<file path="config.mk">
export PLATFORM = sky130hd
export DESIGN_NAME = window_block_loader_flat
export DESIGN_NICKNAME = d
export VERILOG_FILES = /design/src/rtl/window_block_loader_if.sv /design/src/rtl/window_block_loader.sv /design/src/flat_wrapper.sv
export SDC_FILE = /design/constraint.sdc
export NUM_CORES = 2
export LEC_CHECK = 0
export CAP_MARGIN = 20
export CORE_AREA = 2 2 262 264
export CTS_CLUSTER_DIAMETER = 150
export DETAILED_ROUTE_END_ITERATION = 8
export DIE_AREA = 0 0 264 266
export GPL_TIMING_DRIVEN = 0
export PLACE_DENSITY = 0.86
export SYNTH_ARGS = -nofsm -noshare
export SYNTH_HDL_FRONTEND = slang
export SYNTH_SLANG_ARGS = --single-unit
</file>
<file path="constraint.sdc">
create_clock -name clk -period 12 [get_ports clk]
set_input_delay 2.4 -clock clk [delete_from_list [all_inputs] [get_ports clk]]
set_output_delay 2.4 -clock clk [all_outputs]
set_load 0.05 [all_outputs]
</file>
<file path="src/rtl/window_block_loader_if.sv">
// window_block_loader_if: pipelined fixed-latency memory read port
//   en    read strobe            (master -> memory)
//   addr  read address           (master -> memory)
//   rdata read data, valid a fixed latency after en (memory -> master)
interface window_block_loader_if #(
    parameter int ADDR_W = 16,
    parameter int DATA_W = 16
);
    logic              en;
    logic [ADDR_W-1:0] addr;
    logic [DATA_W-1:0] rdata;
    modport master (output en, addr, input rdata);
    modport slave (input en, addr, output rdata);
endinterface

</file>
<file path="src/rtl/window_block_loader.sv">
// window_block_loader: fetches a KxK image window or a linear block into a flat register array
//   clk, reset (async, active-low)
//   start/mode/base_addr/img_width/img_height/org_row/org_col/k_size/lin_size: request, latched on accept
//   busy, done: status; done pulses once when win_out is complete
//   mem: read port (en/addr out, rdata in, MEM_LAT cycles after en)
//   win_out: slot e at bits [e*DATA_W +: DATA_W]
//   Optional PAD_EN: out-of-image window elements are not read and load as 0
module window_block_loader #(
    parameter int DATA_W  = 16,
    parameter int ADDR_W  = 16,
    parameter int MAX_K   = 5,
    parameter int MEM_LAT = 1
) (
    input  logic                          clk,
    input  logic                          reset,
    input  logic                          start,
    input  logic                          mode,
    input  logic [ADDR_W-1:0]             base_addr,
    input  logic [ADDR_W-1:0]             img_width,
    input  logic [ADDR_W-1:0]             img_height,
    input  logic [ADDR_W-1:0]             org_row,
    input  logic [ADDR_W-1:0]             org_col,
    input  logic [ADDR_W-1:0]             k_size,
    input  logic [ADDR_W-1:0]             lin_size,
    output logic                          busy,
    output logic                          done,
    window_block_loader_if.master         mem,
    output logic [MAX_K*MAX_K*DATA_W-1:0] win_out
);
    localparam int NE = MAX_K * MAX_K;
    localparam int SW = NE > 1 ? $clog2(NE) : 1;
    typedef enum logic [1:0] {IDLE, ISSUE, DRAIN, DONE} state_t;
    state_t            state, state_nx;
    logic              mode_q;
    logic [ADDR_W-1:0] base_q, width_q, row_q, col_q, k_q, n_q, e, i, j, addr_q;
    logic [ADDR_W-1:0] k_in, n_in, r, c;
    logic              accept, issue, pad, drain_ok;
    logic              vld_p  [MEM_LAT];
    logic              pad_p  [MEM_LAT];
    logic [SW-1:0]     slot_p [MEM_LAT];
    logic [DATA_W-1:0] win    [NE];
`ifdef PAD_EN
    logic [ADDR_W-1:0] height_q;
`else
    logic              unused_height;
    assign unused_height = ^img_height;
`endif

    assign k_in   = k_size > ADDR_W'(MAX_K) ? ADDR_W'(MAX_K) : k_size;
    assign n_in   = mode ? (lin_size > ADDR_W'(NE) ? ADDR_W'(NE) : lin_size) : k_in * k_in;
    assign accept = state == IDLE && start;
    assign r      = row_q + i;
    assign c      = col_q + j;

    // The last stage empties on this edge, so only earlier stages must be clear.
    always_comb begin
        drain_ok = 1'b1;
        for (int s = 0; s < MEM_LAT - 1; s++) drain_ok = drain_ok & ~vld_p[s];
    end

    always_ff @(posedge clk or negedge reset)
        if (!reset) state <= IDLE;
        else state <= state_nx;

    always_comb begin
        case (state)
            IDLE:    state_nx = start ? (n_in == '0 ? DRAIN : ISSUE) : IDLE;
            ISSUE:   state_nx = e == n_q - ADDR_W'(1) ? DRAIN : ISSUE;
            DRAIN:   state_nx = drain_ok ? DONE : DRAIN;
            default: state_nx = IDLE;
        endcase
    end

    // Address is driven only on a real read; otherwise the last issued one is held.
    always_comb begin
        pad = 1'b0;
`ifdef PAD_EN
        pad = state == ISSUE && !mode_q &&
              (r[ADDR_W-1] || r >= height_q || c[ADDR_W-1] || c >= width_q);
`endif
        issue    = state == ISSUE;
        busy     = issue || state == DRAIN;
        done     = state == DONE;
        mem.en   = issue && !pad;
        mem.addr = mem.en ? (mode_q ? base_q + e : base_q + r * width_q + c) : addr_q;
    end

    always_ff @(posedge clk or negedge reset) begin
        if (!reset) begin
            {mode_q, base_q, width_q, row_q, col_q, k_q, n_q, e, i, j, addr_q} <= '0;
`ifdef PAD_EN
            height_q <= '0;
`endif
            for (int s = 0; s < MEM_LAT; s++) begin
                vld_p[s]  <= 1'b0;
                pad_p[s]  <= 1'b0;
                slot_p[s] <= '0;
            end
            for (int s = 0; s < NE; s++) win[s] <= '0;
        end else begin
            addr_q    <= mem.addr;
            vld_p[0]  <= issue;
            pad_p[0]  <= pad;
            slot_p[0] <= e[SW-1:0];
            for (int s = 1; s < MEM_LAT; s++) begin
                vld_p[s]  <= vld_p[s-1];
                pad_p[s]  <= pad_p[s-1];
                slot_p[s] <= slot_p[s-1];
            end
            if (accept) begin
                mode_q  <= mode;
                base_q  <= base_addr;
                width_q <= img_width;
`ifdef PAD_EN
                height_q <= img_height;
`endif
                row_q   <= org_row;
                col_q   <= org_col;
                k_q     <= k_in;
                n_q     <= n_in;
                {e, i, j} <= '0;
            end else if (issue) begin
                e <= e + ADDR_W'(1);
                j <= j == k_q - ADDR_W'(1) ? '0 : j + ADDR_W'(1);
                i <= j == k_q - ADDR_W'(1) ? i + ADDR_W'(1) : i;
            end
            // Accept only happens in IDLE, when the return pipeline is already empty.
            for (int s = 0; s < NE; s++)
                if (accept && ADDR_W'(s) >= n_in) win[s] <= '0;
                else if (vld_p[MEM_LAT-1] && slot_p[MEM_LAT-1] == SW'(s))
                    win[s] <= pad_p[MEM_LAT-1] ? '0 : mem.rdata;
        end
    end

    for (genvar g = 0; g < NE; g++) assign win_out[g*DATA_W +: DATA_W] = win[g];
endmodule

</file>
<file path="src/flat_wrapper.sv">
// flat-port wrapper written by rule: the top's interface ports become plain ports
module window_block_loader_flat 
#(
    parameter int DATA_W  = 16,
    parameter int ADDR_W  = 16,
    parameter int MAX_K   = 5,
    parameter int MEM_LAT = 1
)
  (clk, reset, start, mode, base_addr, img_width, img_height, org_row, org_col, k_size, lin_size, busy, done, win_out, mem_en, mem_addr, mem_rdata);
  window_block_loader_if #(.ADDR_W(ADDR_W), .DATA_W(DATA_W)) mem_i ();
  input  logic clk;
  input  logic reset;
  input  logic start;
  input  logic mode;
  input  logic [ADDR_W-1:0] base_addr;
  input  logic [ADDR_W-1:0] img_width;
  input  logic [ADDR_W-1:0] img_height;
  input  logic [ADDR_W-1:0] org_row;
  input  logic [ADDR_W-1:0] org_col;
  input  logic [ADDR_W-1:0] k_size;
  input  logic [ADDR_W-1:0] lin_size;
  output logic busy;
  output logic done;
  output logic [MAX_K*MAX_K*DATA_W-1:0] win_out;
  output wire logic [$bits(mem_i.en)-1:0] mem_en;
  output wire logic [$bits(mem_i.addr)-1:0] mem_addr;
  input wire logic [$bits(mem_i.rdata)-1:0] mem_rdata;
  assign mem_en = mem_i.en;
  assign mem_addr = mem_i.addr;
  assign mem_i.rdata = mem_rdata;
  window_block_loader #(.DATA_W(DATA_W), .ADDR_W(ADDR_W), .MAX_K(MAX_K), .MEM_LAT(MEM_LAT)) u_core (.clk(clk), .reset(reset), .start(start), .mode(mode), .base_addr(base_addr), .img_width(img_width), .img_height(img_height), .org_row(org_row), .org_col(org_col), .k_size(k_size), .lin_size(lin_size), .busy(busy), .done(done), .mem(mem_i), .win_out(win_out));
endmodule
</file>
==> results.txt <==
remaining design rule violation count: 0
most frequent cells in the layout: 873 x nand2_1, 568 x dfrtp_1, 516 x clkdlybuf4s50_1, 314 x a21oi_1, 297 x inv_1
clk_skew: 30.7 ps
Die Area: 70200 µm²
Sink Count: 569
Placeable Area: 67700 µm²
row cnt: 96
setup ws final: 295 ps
max-slew violation count: 0
Tot GR Track Use: 31.9%
VDD IR max: 0.238 mV
min Tclk post-route: 11710 ps
worst hold path class: register to register
worst r2r src: u_core.i[0]
final core utilization: 62.9%
worst slack, placed: -392 ps
Reg2Reg Setup Slack: 3410 ps
Achievable Freq: 85.4 MHz
Worst-Skew Late Latency: 650 ps
Yosys reg bits: 569
register area share after synthesis: 42.6%
Comb pwr share: 33.3%
fin crit share: 97.5%
routed wire length: 113 mm
switch share: 35.0%
mapped cell area: 33400 µm²
grt ovf: 0
Starting Density: 49.4%
Worst Max-Slew Pin Slew: 1130 ps
Slew HR: 24.0%
Routed Antenna Nets: 0
Yosys top cell by area: dfrtp_1
initial antenna violation count: 3
RePlAce Congestion: 0.959
top post-synthesis cells by area: dfrtp_1 43%, fa_1 12%, nand2_1 9.8%
buffers added on ports: 518
DRT Pass-1 Iters: 8
syn_area_per_cell: 9.30 µm²
RSZ-0062 raised after global routing: false
reg2reg end: u_core.addr_q[15]
post-synthesis cell count: 3594
largest net degree at the start of global routing: 124
CP Class: register to output port
WHS: 472 ps
final setup violation count: 0
commonest non-fill, non-tap cell in the layout: nand2_1
maximum root-to-sink buffer count: 3
register share of total power: 32.7%
CTS H-tree depth: 2
cell internal pwr: 4.04 mW
area grow syn2layout: 27.4%
DRT iter0 DRCs: 2617
setup TNS: 0 ps
crit path launch: u_core.i[0]
CTS Buf Count: 61
CP max-delay cell: fa_1
layout cells sized above 1: 4.62%
worst-path fanout max: 4
share of flip-flops with an asynchronous set or reset: 100%
hold_buf cts: 0
Synth top area share: 42.6%
Final nets: 4738
# Max-Cap Violations: 0
Reg2Reg Depth: 31
YS warnings: 0
Clk pin slew, worst setup/hold paths: 50 ps
vias per cell: 5.60
Pwr per Cell Area: 146 nW/µm²
vias: 29200
final hold vios: 0
Clk pwr share: 34.0%
Critical Path RT: 9600 ps
die width: 264 µm
number of synthesized flops with an enable pin: 0
crit start category: register
global-route wire length before repair: 172 mm
Die Y: 266 µm
Root Buffer: clkbuf_16
crit path DAT: 9310 ps
P_sw: 2.18 mW
Tot Pwr: 6.22 mW
crit path to: mem_addr[15]
static leakage: 19.6 nW
Detail Placement HPWL: 84.5 mm
# fillers: 5223
Main synth FF type: dfrtp_1
I/O pin total: 551
vias in the first global route: 29700
CP Capture Type: output port
TritonCTS clock tree: done
slowest cell delay on critical path: 540 ps
Wirelength per Cell: 21.7 µm
status: finished clean
unique cell type count in the Yosys netlist: 90
[sequential cells by signal (all words and copies together), names as in the netlist]
register        count
u_core.width_q     16
u_core.addr_q      16
u_core.slot_p       5
u_core.n_q         16
u_core.i           16
u_core.vld_p        1
u_core.row_q       16
u_core.k_q         16
u_core.win_out    400
u_core.mode_q       1
u_core.j           16
u_core.e           16
u_core.base_q      16
u_core.col_q       16
u_core.state        2
[timing repair]
action | in CTS | in global routing
gates resized for setup | 12 | 13
buffers inserted | 1 | 0
setup endpoints to repair | 3 | 1
pin swaps | 4 | 4
[cells in the mapped netlist (all sizes together) (7+ instances only)]
library cell,n
nand2b,20
and3,16
a21o,8
nor3,41
nand3,29
ha,134
dfrtp,569
clkbuf,150
xor2,49
inv,297
o21a,10
and2,74
o21ai,97
nor2,277
mux2i,152
xnor2,97
nor4,22
nand4,16
fa,193
nor2b,13
o31ai,7
nand2,874
buf,30
a21boi,9
a21oi,315
or3,16
[metrics by stage]
stage,instances,instance area (µm²)
6_report,5215,42600
5_1_grt,5212,42600
4_1_cts,5210,42500
3_5_place_dp,5095,40200
3_3_place_gp,5088,40100
2_1_floorplan,3688,33800
[critical path: cells and delay by family (launching register included)]
family	cells	cell delay, ps
compound gates	7	1720
flops	1	450
fa+ha+maj	8	3570
simple gates	2	340
xor+xnor	11	2210
buf+inv	4	350
[layout make-up]
cell class / count / area, µm² / share of cell area [%]
Multi-Input combinational cell: 2642 / 17800 / 41.8
Clock inverter: 32 / 488 / 1.15
Antenna cell: 3 / 7.51 / 0.0176
Timing Repair Buffer: 528 / 5370 / 12.6
Buffer: 180 / 718 / 1.69
Sequential cell: 569 / 14200 / 33.4
Tap cell: 882 / 1100 / 2.59
Clock buffer: 82 / 1750 / 4.10
Inverter: 297 / 1110 / 2.62
[power by group through the flow]
stage	clock network [mW]	logic, mW	registers (mW)
5_1_grt	2.21	2.29	2.04
3_3_place_gp	0	1.78	2.07
4_1_cts	2.12	1.80	2.03
3_5_place_dp	0	1.79	2.06
6_report	2.12	2.07	2.03
2_1_floorplan	0	1.25	2.30
[metal layers]
layer	share of wire (%)	vias to the layer above	GRT usage [%]
met4	6.8	4	17.9
li1	-	12800	-
met3	10	440	8.94
met5	0.024	-	0
met1	37	14300	39.8
met2	45	1621	50.4
[worst min-delay path by stage]
stage	start	slack, ps	depth (start not counted)	to
2_1_floorplan	u_core.width_q[15]	450	2	u_core.width_q[15]
3_3_place_gp	u_core.addr_q[10]	460	1	u_core.addr_q[10]
3_5_place_dp	u_core.addr_q[10]	470	1	u_core.addr_q[10]
4_1_cts	u_core.addr_q[10]	480	1	u_core.addr_q[10]
5_1_grt	u_core.row_q[0]	510	2	u_core.row_q[0]
6_report	u_core.addr_q[10]	470	1	u_core.addr_q[10]
[cells by family after synthesis]
| family | share of synthesized area (%) |
|---|---|
| buffers and inverters | 5.48 |
| adders and majority gates | 16.6 |
| DFF | 42.6 |
| other | 0.0225 |
| and+or+nand+nor | 18.4 |
| AOI/OAI and AO/OA | 8.33 |
| muxes | 4.55 |
| xor gates and xnor gates | 4.03 |
No activity file was read; power rests on OpenSTA's default activity.
